--- config.mk ---
export PLATFORM = sky130hd
export DESIGN_NAME = reg_ram_arbiter
export DESIGN_NICKNAME = d
export VERILOG_FILES = /design/src/rtl/reg_ram_arbiter_pkg.sv /design/src/rtl/reg_ram_arbiter_rr_arb2.sv /design/src/rtl/reg_ram_arbiter.sv
export SDC_FILE = /design/constraint.sdc
export NUM_CORES = 1
export LEC_CHECK = 0
export BUFFER_PORTS_ARGS = -buffer_cell sky130_fd_sc_hd__buf_2
export CORE_AREA = 4 4 75 77
export DETAILED_ROUTE_END_ITERATION = 12
export DIE_AREA = 0 0 79 81
export PLACE_DENSITY_LB_ADDON = 0.1
export SLEW_MARGIN = 25
export SYNTH_ARGS = -nofsm -noshare
export SYNTH_HDL_FRONTEND = slang
export SYNTH_SLANG_ARGS = --single-unit
--- constraint.sdc ---
create_clock -name clk -period 1.5 [get_ports clk]
set_input_delay 0.075 -clock clk [delete_from_list [all_inputs] [get_ports clk]]
set_output_delay 0.075 -clock clk [all_outputs]
set_load 0.01 [all_outputs]
--- src/rtl/reg_ram_arbiter_pkg.sv ---
// Shared definitions for the register-RAM arbiter slice.
//  - RAM geometry of the 4-byte register RAM
//  - arbiter FSM state codes (2-bit, legacy-compatible constants)
//  - small helpers used by the top and the round-robin sub-module
package reg_ram_arbiter_pkg;

  localparam int unsigned REG_RAM_ADDR_W = 2;
  localparam int unsigned REG_RAM_DATA_W = 8;

  localparam logic [1:0] ARB_IDLE   = 2'd0;
  localparam logic [1:0] ARB_ACCESS = 2'd1;
  localparam logic [1:0] ARB_RESP   = 2'd2;

  // Requester ids
  localparam logic PORT_CPU   = 1'b0;
  localparam logic PORT_DEBUG = 1'b1;

  // One-hot grant vector for a single requester id.
  function automatic logic [1:0] port_onehot(logic id);
    return id ? 2'b10 : 2'b01;
  endfunction

endpackage

--- src/rtl/reg_ram_arbiter_rr_arb2.sv ---
// Two-way round-robin arbiter.
//  valid[1:0]  requests from port 0 / port 1
//  last_grant  id of the port that won most recently
//  enable      arbitration allowed this cycle (arbiter idle)
//  grant[1:0]  one-hot grant, all zero when disabled or nothing valid
module reg_ram_arbiter_rr_arb2
  import reg_ram_arbiter_pkg::*;
(
  input  logic [1:0] valid,
  input  logic       last_grant,
  input  logic       enable,
  output logic [1:0] grant
);

  always_comb begin
    grant = 2'b00;
    if (enable) begin
      case (valid)
        2'b01:   grant = port_onehot(PORT_CPU);
        2'b10:   grant = port_onehot(PORT_DEBUG);
        // Tie: the port that did not win last time goes first.
        2'b11:   grant = port_onehot(~last_grant);
        default: grant = 2'b00;
      endcase
    end
  end

endmodule

--- src/rtl/reg_ram_arbiter.sv ---
// Register-RAM arbiter: shares the 4-byte register RAM between the CPU control
// unit (port 0) and the debug/scan port (port 1).
//  clk, rst                      clock, asynchronous active-high reset
//  reqN_valid/we/addr/wdata      command from port N (held until reqN_ready)
//  reqN_ready                    command accepted this cycle (combinational)
//  reqN_done                     one-cycle completion pulse
//  reqN_rdata                    last read data for port N, held between reads
//  ram_addr/ram_data_in/ram_we/ram_en   registered RAM drive
//  ram_data_out                  combinational RAM read data
// One transaction in flight, fixed cadence IDLE -> ACCESS -> RESP -> IDLE.
module reg_ram_arbiter
  import reg_ram_arbiter_pkg::*;
#(
  parameter int unsigned ADDR_W = REG_RAM_ADDR_W,
  parameter int unsigned DATA_W = REG_RAM_DATA_W
) (
  input  logic              clk,
  input  logic              rst,
  // Port 0: CPU control unit
  input  logic              req0_valid,
  input  logic              req0_we,
  input  logic [ADDR_W-1:0] req0_addr,
  input  logic [DATA_W-1:0] req0_wdata,
  output logic              req0_ready,
  output logic              req0_done,
  output logic [DATA_W-1:0] req0_rdata,
  // Port 1: debug/scan
  input  logic              req1_valid,
  input  logic              req1_we,
  input  logic [ADDR_W-1:0] req1_addr,
  input  logic [DATA_W-1:0] req1_wdata,
  output logic              req1_ready,
  output logic              req1_done,
  output logic [DATA_W-1:0] req1_rdata,
  // RAM side
  output logic [ADDR_W-1:0] ram_addr,
  output logic [DATA_W-1:0] ram_data_in,
  output logic              ram_we,
  output logic              ram_en,
  input  logic [DATA_W-1:0] ram_data_out
);

  logic [1:0]        state_q, state_d;
  logic              last_grant_q;
  logic              winner_q;
  logic [1:0]        grant;
  logic              arb_enable;
  logic              accept;
  logic              win_id;
  logic              win_we;
  logic [ADDR_W-1:0] win_addr;
  logic [DATA_W-1:0] win_wdata;
  logic              in_access;

  // Reset gates the enable so ready stays low for the whole reset pulse.
  assign arb_enable = (state_q == ARB_IDLE) && !rst;

  reg_ram_arbiter_rr_arb2 u_rr_arb2 (
    .valid      ({req1_valid, req0_valid}),
    .last_grant (last_grant_q),
    .enable     (arb_enable),
    .grant      (grant)
  );

  assign req0_ready = grant[0];
  assign req1_ready = grant[1];
  assign accept     = |grant;
  assign win_id     = grant[1];
  assign in_access  = (state_q == ARB_ACCESS);

  // Winning command fields, sampled only on accept.
  always_comb begin
    win_we    = req0_we;
    win_addr  = req0_addr;
    win_wdata = req0_wdata;
    if (win_id) begin
      win_we    = req1_we;
      win_addr  = req1_addr;
      win_wdata = req1_wdata;
    end
  end

  always_comb begin
    state_d = state_q;
    case (state_q)
      ARB_IDLE:   state_d = accept ? ARB_ACCESS : ARB_IDLE;
      ARB_ACCESS: state_d = ARB_RESP;
      ARB_RESP:   state_d = ARB_IDLE;
      default:    state_d = ARB_IDLE;
    endcase
  end

  always_ff @(posedge clk or posedge rst) begin
    if (rst) begin
      state_q      <= ARB_IDLE;
      last_grant_q <= 1'b1;
      winner_q     <= 1'b0;
      ram_en       <= 1'b0;
      ram_we       <= 1'b0;
      ram_addr     <= '0;
      ram_data_in  <= '0;
    end else begin
      state_q <= state_d;
      // The RAM drive registers double as the command latch: loaded on
      // accept, so en/we are high exactly for the ACCESS cycle and the
      // address/data hold their last value afterwards.
      ram_en  <= accept;
      ram_we  <= accept & win_we;
      if (accept) begin
        last_grant_q <= win_id;
        winner_q     <= win_id;
        ram_addr     <= win_addr;
        ram_data_in  <= win_wdata;
      end
    end
  end

  // Done pulses in RESP; read data captured at the end of ACCESS.
  always_ff @(posedge clk or posedge rst) begin
    if (rst) begin
      req0_done  <= 1'b0;
      req1_done  <= 1'b0;
      req0_rdata <= '0;
      req1_rdata <= '0;
    end else begin
      req0_done <= in_access & ~winner_q;
      req1_done <= in_access & winner_q;
      if (in_access && !ram_we) begin
        if (winner_q) begin
          req1_rdata <= ram_data_out;
        end else begin
          req0_rdata <= ram_data_out;
        end
      end
    end
  end

endmodule

==> After elaboration in Yosys (flattened, before gate mapping) <==
Cells that the tools add are included.
{ "totals": {"register_bits": 34, "output_inout_bits": 32, "elab_cells": 35} }
{ "classes": {"eq_ne": 4, "n_mux": 8, "n_bitwise": 4, "reduce_logical": 8} }
{ "op_table": {"columns": ["op", "n"], "rows": [
  ["8-bit two-way mux", 1],
  ["2-bit two-way mux", 3],
  ["2-bit one-hot mux with 3 select lines", 1],
  ["2-bit by 1-bit == test with 1-bit output, second input constant", 2],
  ["2-bit == test, second input constant", 2],
  ["2-bit one-hot mux with 2 select lines", 1],
  ["2-bit AND reduction", 2],
  ["1-bit bitwise AND", 3],
  ["1-bit logical AND", 2],
  ["1-bit logical NOT", 2],
  ["2-bit logical NOT", 1],
  ["1-bit two-way mux", 2],
  ["2-bit OR reduction", 1],
  ["1-bit NOT", 1]
]} }

==> Logic depth before layout (Yosys ltp) <==
Gate-level depths: netlist (run 1).
{ "logic_depth": {"ltp_word": 6, "ltp_mapped": 4, "mapped_depth_nobuf": 3} }

==> Modules after synthesis <==
Synthesis (run 1) repeated with hierarchy kept, for this count alone.
{ "unflattened": {"hier_cells": 104, "hier_area_um2": 1370.1} }
{ "by_module_without_submodules": {"columns": ["mod", "instances", "cells_per_inst", "area_each_um2", "seq_area_each_um2"], "rows": [
  ["reg_ram_arbiter", 1, 99, 1348.8, 852.1],
  ["reg_ram_arbiter_rr_arb2", 1, 5, 21.3, 0.0]
]} }

==> Worst setup path after synthesis (run 1) <==
OpenSTA, ideal clock, no wires.
{ "synth_timing": {"path_type": "flip-flop to flip-flop", "from": "register state_q[1]", "to": "register req1_rdata[0]", "setup_time_ps": 125, "arrival_ps": 1239, "t_required_ps": 1375, "setup_slack_ps": 137, "stages_incl_launch_ff": 4, "n_path_buf": 0, "period_less_slack_ps": 1363, "cell_sequence": "dfrtp_1 -> nand2b_4 -> nor3b_4 -> mux2_2"} }
{ "synth_between": {"elab_chain_len": 3} }
{ "synth_lines": {"columns": ["item", "line", "text"], "rows": [
  ["start, declared", "reg_ram_arbiter.sv:43", "logic [1:0] state_q, state_d;"],
  ["start signal, assigned", "reg_ram_arbiter.sv:103", "state_q <= state_d;"],
  ["2-bit by 1-bit == test with 1-bit output", "reg_ram_arbiter.sv:69", "assign in_access = (state_q == ARB_ACCESS);"],
  ["1-bit logical AND", "reg_ram_arbiter.sv:128", "if (in_access && !ram_we) begin"],
  ["2-bit AND reduction (no line)", null, null],
  ["end signal, assigned", "reg_ram_arbiter.sv:130", "req1_rdata <= ram_data_out;"],
  ["end, declared", "reg_ram_arbiter.sv:34", "output logic [DATA_W-1:0] req1_rdata,"]
]} }
No other way between the ends.
A chain may end at the register's enable or synchronous reset.

==> Final worst setup path (run 1) <==
{ "layout_timing": {"from": "register state_q[0]", "to": "output port req1_ready"} }
{ "layout_between": {"elab_chain_len": 3} }
{ "layout_lines": {"columns": ["item", "line", "text"], "rows": [
  ["2-bit logical NOT", "reg_ram_arbiter.sv:56", "assign arb_enable = (state_q == ARB_IDLE) && !rst;"],
  ["1-bit logical AND", "reg_ram_arbiter.sv:56", null],
  ["2-bit two-way mux", "reg_ram_arbiter_rr_arb2.sv:17", "if (enable) begin"],
  ["end, declared", "reg_ram_arbiter.sv:32", "output logic req1_ready,"]
]} }
No other way between the ends.

==> impl_results.md, run 1 <==
* Area occupied by multi-input gates at 564 µm²
* TritonCTS clock tree: built
* Number of DRC markers in iteration 0 at 24
* Clk_lat worst skew at 0.28 ns
* Post-synth top area cell: dfrtp_1
* End of the critical path: req1_ready
* Synth warnings at 0
* Worst path depth at 3
* Global routing usage on met1 at 0.133
* Cell variety after synth at 24
* Worst Path Arrival at 1.35 ns
* Core area at 5010 µm²
* Htree depth at 2
* Layout cells sized above 1 at 0.531
* Top Ports at 66
* Nets at 227
* Worst VDD drop at 0.446 mV
* Grt met2 use at 0.208
* Die Wd at 79 µm
* CP peak stage delay at 0.43 ns
* Reported leakage power at 0.950 nW
* Fmax at 700 MHz
* Grt met3 use at 0.0510
* Worst-path cell chain: or3_4 -> nor2_4 -> buf_2
* Starting Density at 0.289
* First-pass GRT wire length at 5960 µm
* CP max FO at 3
* Area fraction of the dominant cell type after synthesis at 0.571
* GRT busiest layer: met2
* Crit path time final at 1.43 ns
* Post-synthesis sequential area ratio at 0.589
* Register area at 852 µm²
* Drt drc at 0
* Max_slew headroom at 0.813
* Slowest stage cell, crit path: dfrtp_1
* Clk root buf: clkbuf_8
* Slew Limit Fails at 0
* Final setup violation count at 0
* Avg Cell Area, Syn at 12.1 µm²
* Worst Path Required at 1.42 ns
* Crit-path leading delay family: simple AND/OR/NAND/NOR gates
* R2r startpoint: state_q[0]$_DFF_PP0_
* Max clock buf depth at 2
* Routed Wire Length at 3580 µm
* Status: finished clean
* Worst hold slack at 0.0424 ns
* Avg WL per Cell at 13.6 µm
* Area Growth Syn to Fin at 40.4%
* Mapped Cells at 120
* Crit Path Class: flop to output pin
* Gp weighted congestion at 0.733
* Inserted Diodes at 0
* Crit. Startpoint: state_q[0]$_DFF_PP0_
* Number of global-route vias before repair at 1319
* Mapped Area at 1450 µm²
* RR Endpoint: ram_data_in[0]$_DFFE_PP0P_
* Syn_nets at 154
* CP bufs+invs at 1
* Die Ht at 81 µm
* Yosys reg bits at 34
* Tcrit/Tclk final at 0.953
* Largest net degree at the start of global routing at 30
* Site row count at 26
* Post-detail-place hpwl at 2660 µm
* Post-route ant nets at 0
* Hold path startpoint: ram_data_out[1]
* Worst Skew at 0.00527 ns
* PortBufs at 65
* Startpoint types: flop
* Die footprint at 6400 µm²
* Vias at 1229
* Reg2reg path depth at 4
* All-layer global routing usage at 0.119
* Total gr overflow at 0
* Total Neg Setup Slack at 0 ns
* Slew @ Worst Pin at 0.281 ns
* Clk sinks at 34
* Dpl cell area at 1910 µm²
* Max-cap violations at 0
* Hold crit path type: input port to flop
* Fillers at 531
* Pwr Density at 1560 nW/µm²
* Router iterations before antenna repair at 4
* Hold Violations, Final at 0
* Register-to-register setup slack at 0.11 ns
* Area contributors post-synth: dfrtp_1 (57%), mux2_2 (12%), a31oi_1 (4.3%), nand3_1 (4.2%), a21oi_1 (3.5%)
* Vias/cell at 4.66
* Post-route design area at 2030 µm²
* Clock-pin slew on the worst setup and hold paths at 0.07 ns
* Antenna violations before repair at 0
* Total CTS buffers at 5
* Crit. End Element: output pin
metal layers:
metal	vias up	part of all wire	routed length, µm
li1	578	-	-
met1	591	0.40	1420
met2	55	0.49	1740
met3	5	0.11	385
met4	0	0.011	40
met5	-	0	0
flip-flops by register name, indices dropped and copies added (netlist names):
signal,flops
last_grant_q,1
ram_en,1
state_q,2
ram_data_in,8
ram_we,1
winner_q,1
req1_rdata,8
req0_done,1
ram_addr,2
req1_done,1
req0_rdata,8
where the power goes:
part	total (mW)	switching, mW	internal, mW
clock network	0.673	0.299	0.374
logic	1.08	0.524	0.554
registers	1.42	0.172	1.25
layout make-up:
cell class                 instances  area share
timing repair buffer              73       0.209
multi-input combinational         76       0.278
inverter                           3     0.00555
clock buffer                       8      0.0444
sequential                        34       0.420
tap                               70      0.0431
through the flow:
| stage | setup slack (ns) | utilization | power (mW) | cells |
|---|---|---|---|---|
| finish | 0.0712 | 0.405 | 3.17 | 264 |
| detailed placement | 0.0853 | 0.381 | 2.52 | 254 |
| global placement | 0.107 | 0.381 | 2.49 | 254 |
| global route | -0.00931 | 0.405 | 3.41 | 264 |
| floorplan | 0.137 | - | 2.02 | 120 |
| CTS | 0.0262 | 0.404 | 3.22 | 264 |
worst min-delay path by stage:
stage | end | slack [ns] | cells past startpoint
detailed placement | winner_q$_DFFE_PP0P_ | 0.06 | 2
global placement | ram_data_in[6]$_DFFE_PP0P_ | 0.06 | 2
global route | req0_rdata[1]$_DFFE_PP0P_ | 0.02 | 2
finish | req0_rdata[1]$_DFFE_PP0P_ | 0.04 | 2
CTS | req0_rdata[1]$_DFFE_PP0P_ | 0.03 | 2
floorplan | ram_addr[0]$_DFFE_PP0P_ | 0.22 | 1
cells in the final DEF (no fill, tap or decap), types with 2 or more instances in the layout:
cell type	synthesis	final
a31oi_1	10	10
a21oi_1	10	10
inv_1	3	3
buf_2	4	65
o21ai_1	1	4
a21o_1	2	2
buf_12	0	3
mux2_2	16	16
dfrtp_1	33	33
buf_4	0	4
clkbuf_1	3	2
o21ai_0	10	7
and2_1	3	3
nand3_1	12	12
clkbuf_8	0	6
synthesized netlist by cell type:
library cell  count
mux2_2           16
nand3_1          12
inv_1             3
a21o_1            2
dfrtp_1          33
clkbuf_1          3
nor2_1            2
a21boi_1          1
nor3b_4           1
nand2b_4          1
nand2b_1          1
o21ai_0          10
dfstp_2           1
nor3_4            1
a21bo_2           1
a21boi_0          1
o21ai_1           1
or3_1             1
buf_2             4
and2_1            3
nor3_2            1
or2_2             1
a31oi_1          10
a21oi_1          10
cell families (layout without fill, tap and decap cells):
logic type	Yosys count	count (layout)	share of synthesized area
compound gates	36	36	0.144
buf+inv	10	84	0.0294
simple gates	24	24	0.113
flops	34	34	0.589
mux	16	16	0.125
repair_timing:
action                     in CTS  in global routing
pin swaps                       1                  1
hold buffers                    1                  0
resized for setup               2                  4
hold endpoints to repair        4                  0
setup endpoints to repair       1                  1
buffers inserted                1                  0
Power figures use the tool's default switching activity.
==> inputs of run 2 (changes only) <==
--- a/config.mk
+++ b/config.mk
@@ -6,9 +6,9 @@
 export NUM_CORES = 1
 export LEC_CHECK = 0
 export BUFFER_PORTS_ARGS = -buffer_cell sky130_fd_sc_hd__buf_2
-export CORE_AREA = 4 4 75 77
+export CORE_AREA = 4 4 65 67
 export DETAILED_ROUTE_END_ITERATION = 12
-export DIE_AREA = 0 0 79 81
+export DIE_AREA = 0 0 69 71
 export PLACE_DENSITY_LB_ADDON = 0.1
 export SLEW_MARGIN = 25
 export SYNTH_ARGS = -nofsm -noshare
==> constraint.sdc (replaced) <==
create_clock -name clk -period 1.3 [get_ports clk]
set_input_delay 0.065 -clock clk [delete_from_list [all_inputs] [get_ports clk]]
set_output_delay 0.065 -clock clk [all_outputs]
set_load 0.01 [all_outputs]
==> run 2 against run 1 <==
The run now ends with negative setup slack left. Clock skew grew 0.0051 ns. Critical endpoint is now req1_rdata[1]$_DFFE_PP0P_. Power grew 24%. Critical path depth grew 1. Global-route usage grew 3.5 points. Clock power grew 15%. Worst setup slack lost 0.18 ns. Combinational power grew 38%. Largest cell class unchanged. Sequential power grew 17%. Count of clock-buffer cells in the layout is the same. Design area grew 7.0%. Non-clock buffer count grew 8. Largest power group unchanged.
==> impl_results.md, run 2 (synthesis results as in run 1) <==
* Post-detail-place hpwl at 2560 µm
* Status: finished with violations
* Total gr overflow at 0
* Crit Path Class: flop to flop
* Post-route design area at 2170 µm²
* Pwr Density at 1810 nW/µm²
* Commonest cells after routing, fill and taps aside: buf_2 (64), dfrtp_1 (33), mux2_4 (16)
* Router iterations before antenna repair at 4
* Worst VDD drop at 0.691 mV
* TritonCTS clock tree: built
* Startpoint types: flop
* Inserted Diodes at 0
* Power Total at 3.92 mW
* Core area at 3630 µm²
* Die footprint at 4900 µm²
* Fmax at 711 MHz
* Final core occ at 0.598
* Starting Density at 0.398
* RSZ-0062 raised after global routing: yes
* Die Ht at 71 µm
* Max_slew headroom at 0.842
* Final setup violation count at 29
* Routed Wire Length at 3640 µm
* PortBufs at 65
* Layout cells sized above 1 at 0.569
* Largest net degree at the start of global routing at 19
* Gp weighted congestion at 0.702
* Die Wd at 69 µm
* Tcrit/Tclk final at 1.08
* NetSw at 1.21 mW
* Clock-pin slew on the worst setup and hold paths at 0.07 ns
* Largest regs: ram_data_in: 8 flops, req0_rdata: 8 flops, req1_rdata: 8 flops
* Failing checks: negative setup slack
* Vias/cell at 4.94
* Seq pwr share at 0.423
* Hold crit path type: input port to flop
* Crit path time final at 1.41 ns
* Cell Count Post-Placement at 237
* Number of global-route vias before repair at 1300
* Hold Violations, Final at 0
* All-layer global routing usage at 0.154
* Drt drc at 0
* Cell Count, Final, Fillers Out at 250
* Worst Skew at 0.0103 ns
* Internal power at 2.72 mW
* Reported leakage power at 1.05 nW
* Sw Ratio at 0.308
* Max clock buf depth at 2
* First-pass GRT wire length at 6080 µm
* Htree depth at 2
* Fillers at 326
* Area Growth Syn to Fin at 50.2%
* Slew @ Worst Pin at 0.236 ns
* Place WS at -0.126 ns
* Worst Path Arrival at 1.56 ns
* Clk root buf: clkbuf_8
* Clk sinks at 34
* Setup ws final at -0.107 ns
* CP max FO at 8
* Worst Path Required at 1.45 ns
* Vias at 1234
* Max-cap violations at 0
* Nets at 235
* Antenna violations before repair at 0
* Top Ports at 66
* Most common cell after layout, fill and taps aside: buf_2
* Crit. End Element: flop
* Dpl cell area at 1920 µm²
* Comb pwr share at 0.381
* Total CTS buffers at 5
* Clock power share at 0.197
* Number of DRC markers in iteration 0 at 8
* Slew Limit Fails at 0
* Post-route ant nets at 0
* Clk_lat worst skew at 0.28 ns
* Avg WL per Cell at 14.6 µm
* Site row count at 22
==> run 2: power groups by stage <==
| stage | clock network [mW] | registers (mW) | logic [mW] |
|---|---|---|---|
| after CTS | 0.805 | 1.66 | 1.44 |
| after global routing | 0.849 | 1.71 | 1.62 |
| final | 0.772 | 1.66 | 1.49 |
| after detailed placement | 0 | 1.66 | 1.27 |
| after global placement | 0 | 1.64 | 1.25 |
| after floorplan | 0 | 1.82 | 0.504 |
==> run 2: cell type report <==
class | instances | area [µm²] | share of cell area
multi-input cells | 76 | 652 | 0.300
repair buffers | 81 | 507 | 0.233
well taps | 48 | 60.1 | 0.0276
inverters | 3 | 11.3 | 0.00518
clock buffers | 8 | 90.1 | 0.0415
flip-flops and latches | 34 | 852 | 0.392
==> run 2: final timing paths <==
kind,startpoint,end,slack (ns),cells past startpoint
setup / recovery,state_q[1]$_DFF_PP0_,req1_rdata[1]$_DFFE_PP0P_,-0.11,4
min in group asynchronous,rst,req1_done$_DFF_PP0_,0.40,4
hold / removal,req0_we,ram_we$_DFF_PP0_,0.03,3
hold reg to reg,req0_rdata[6]$_DFFE_PP0P_,req0_rdata[6]$_DFFE_PP0P_,0.50,1
max in group asynchronous,rst,last_grant_q$_DFFE_PP1P_,0.62,4
setup reg to reg,state_q[1]$_DFF_PP0_,req1_rdata[1]$_DFFE_PP0P_,-0.11,4
==> run 2: metrics by stage <==
stage / setup TNS (ns) / hold slack, ns
finish: -1.74 / 0.0308
global route: -2.82 / 0.0226
CTS: -2.12 / 0.0248
detailed placement: -1.82 / 0.133
global placement: -0.796 / 0.132
floorplan: -0.508 / 0.206
==> run 2: worst max-delay path: stages, from the launching register on <==
cell	delay [ns]
dfrtp_1	0.42
nand2b_4	0.18
nor3b_4	0.21
buf_12	0.16
mux2_4	0.30
==> run 2: per-layer routing <==
| metal | vias up | routed length, µm | GRT usage |
|---|---|---|---|
| li1 | 596 | - | - |
| met1 | 580 | 1440 | 0.168 |
| met2 | 50 | 1820 | 0.270 |
| met3 | 8 | 305 | 0.0568 |
| met4 | 0 | 67 | 0.0651 |
| met5 | - | 0 | 0 |
==> run 2: what timing repair did <==
item                       CTS  global route
setup buffers                4             0
hold endpoints to repair    33             0
hold buffers                 1             0
gates resized for setup     29            11
pin swaps                    4             2
cloned                       0             0
setup endpoints to repair   31            29
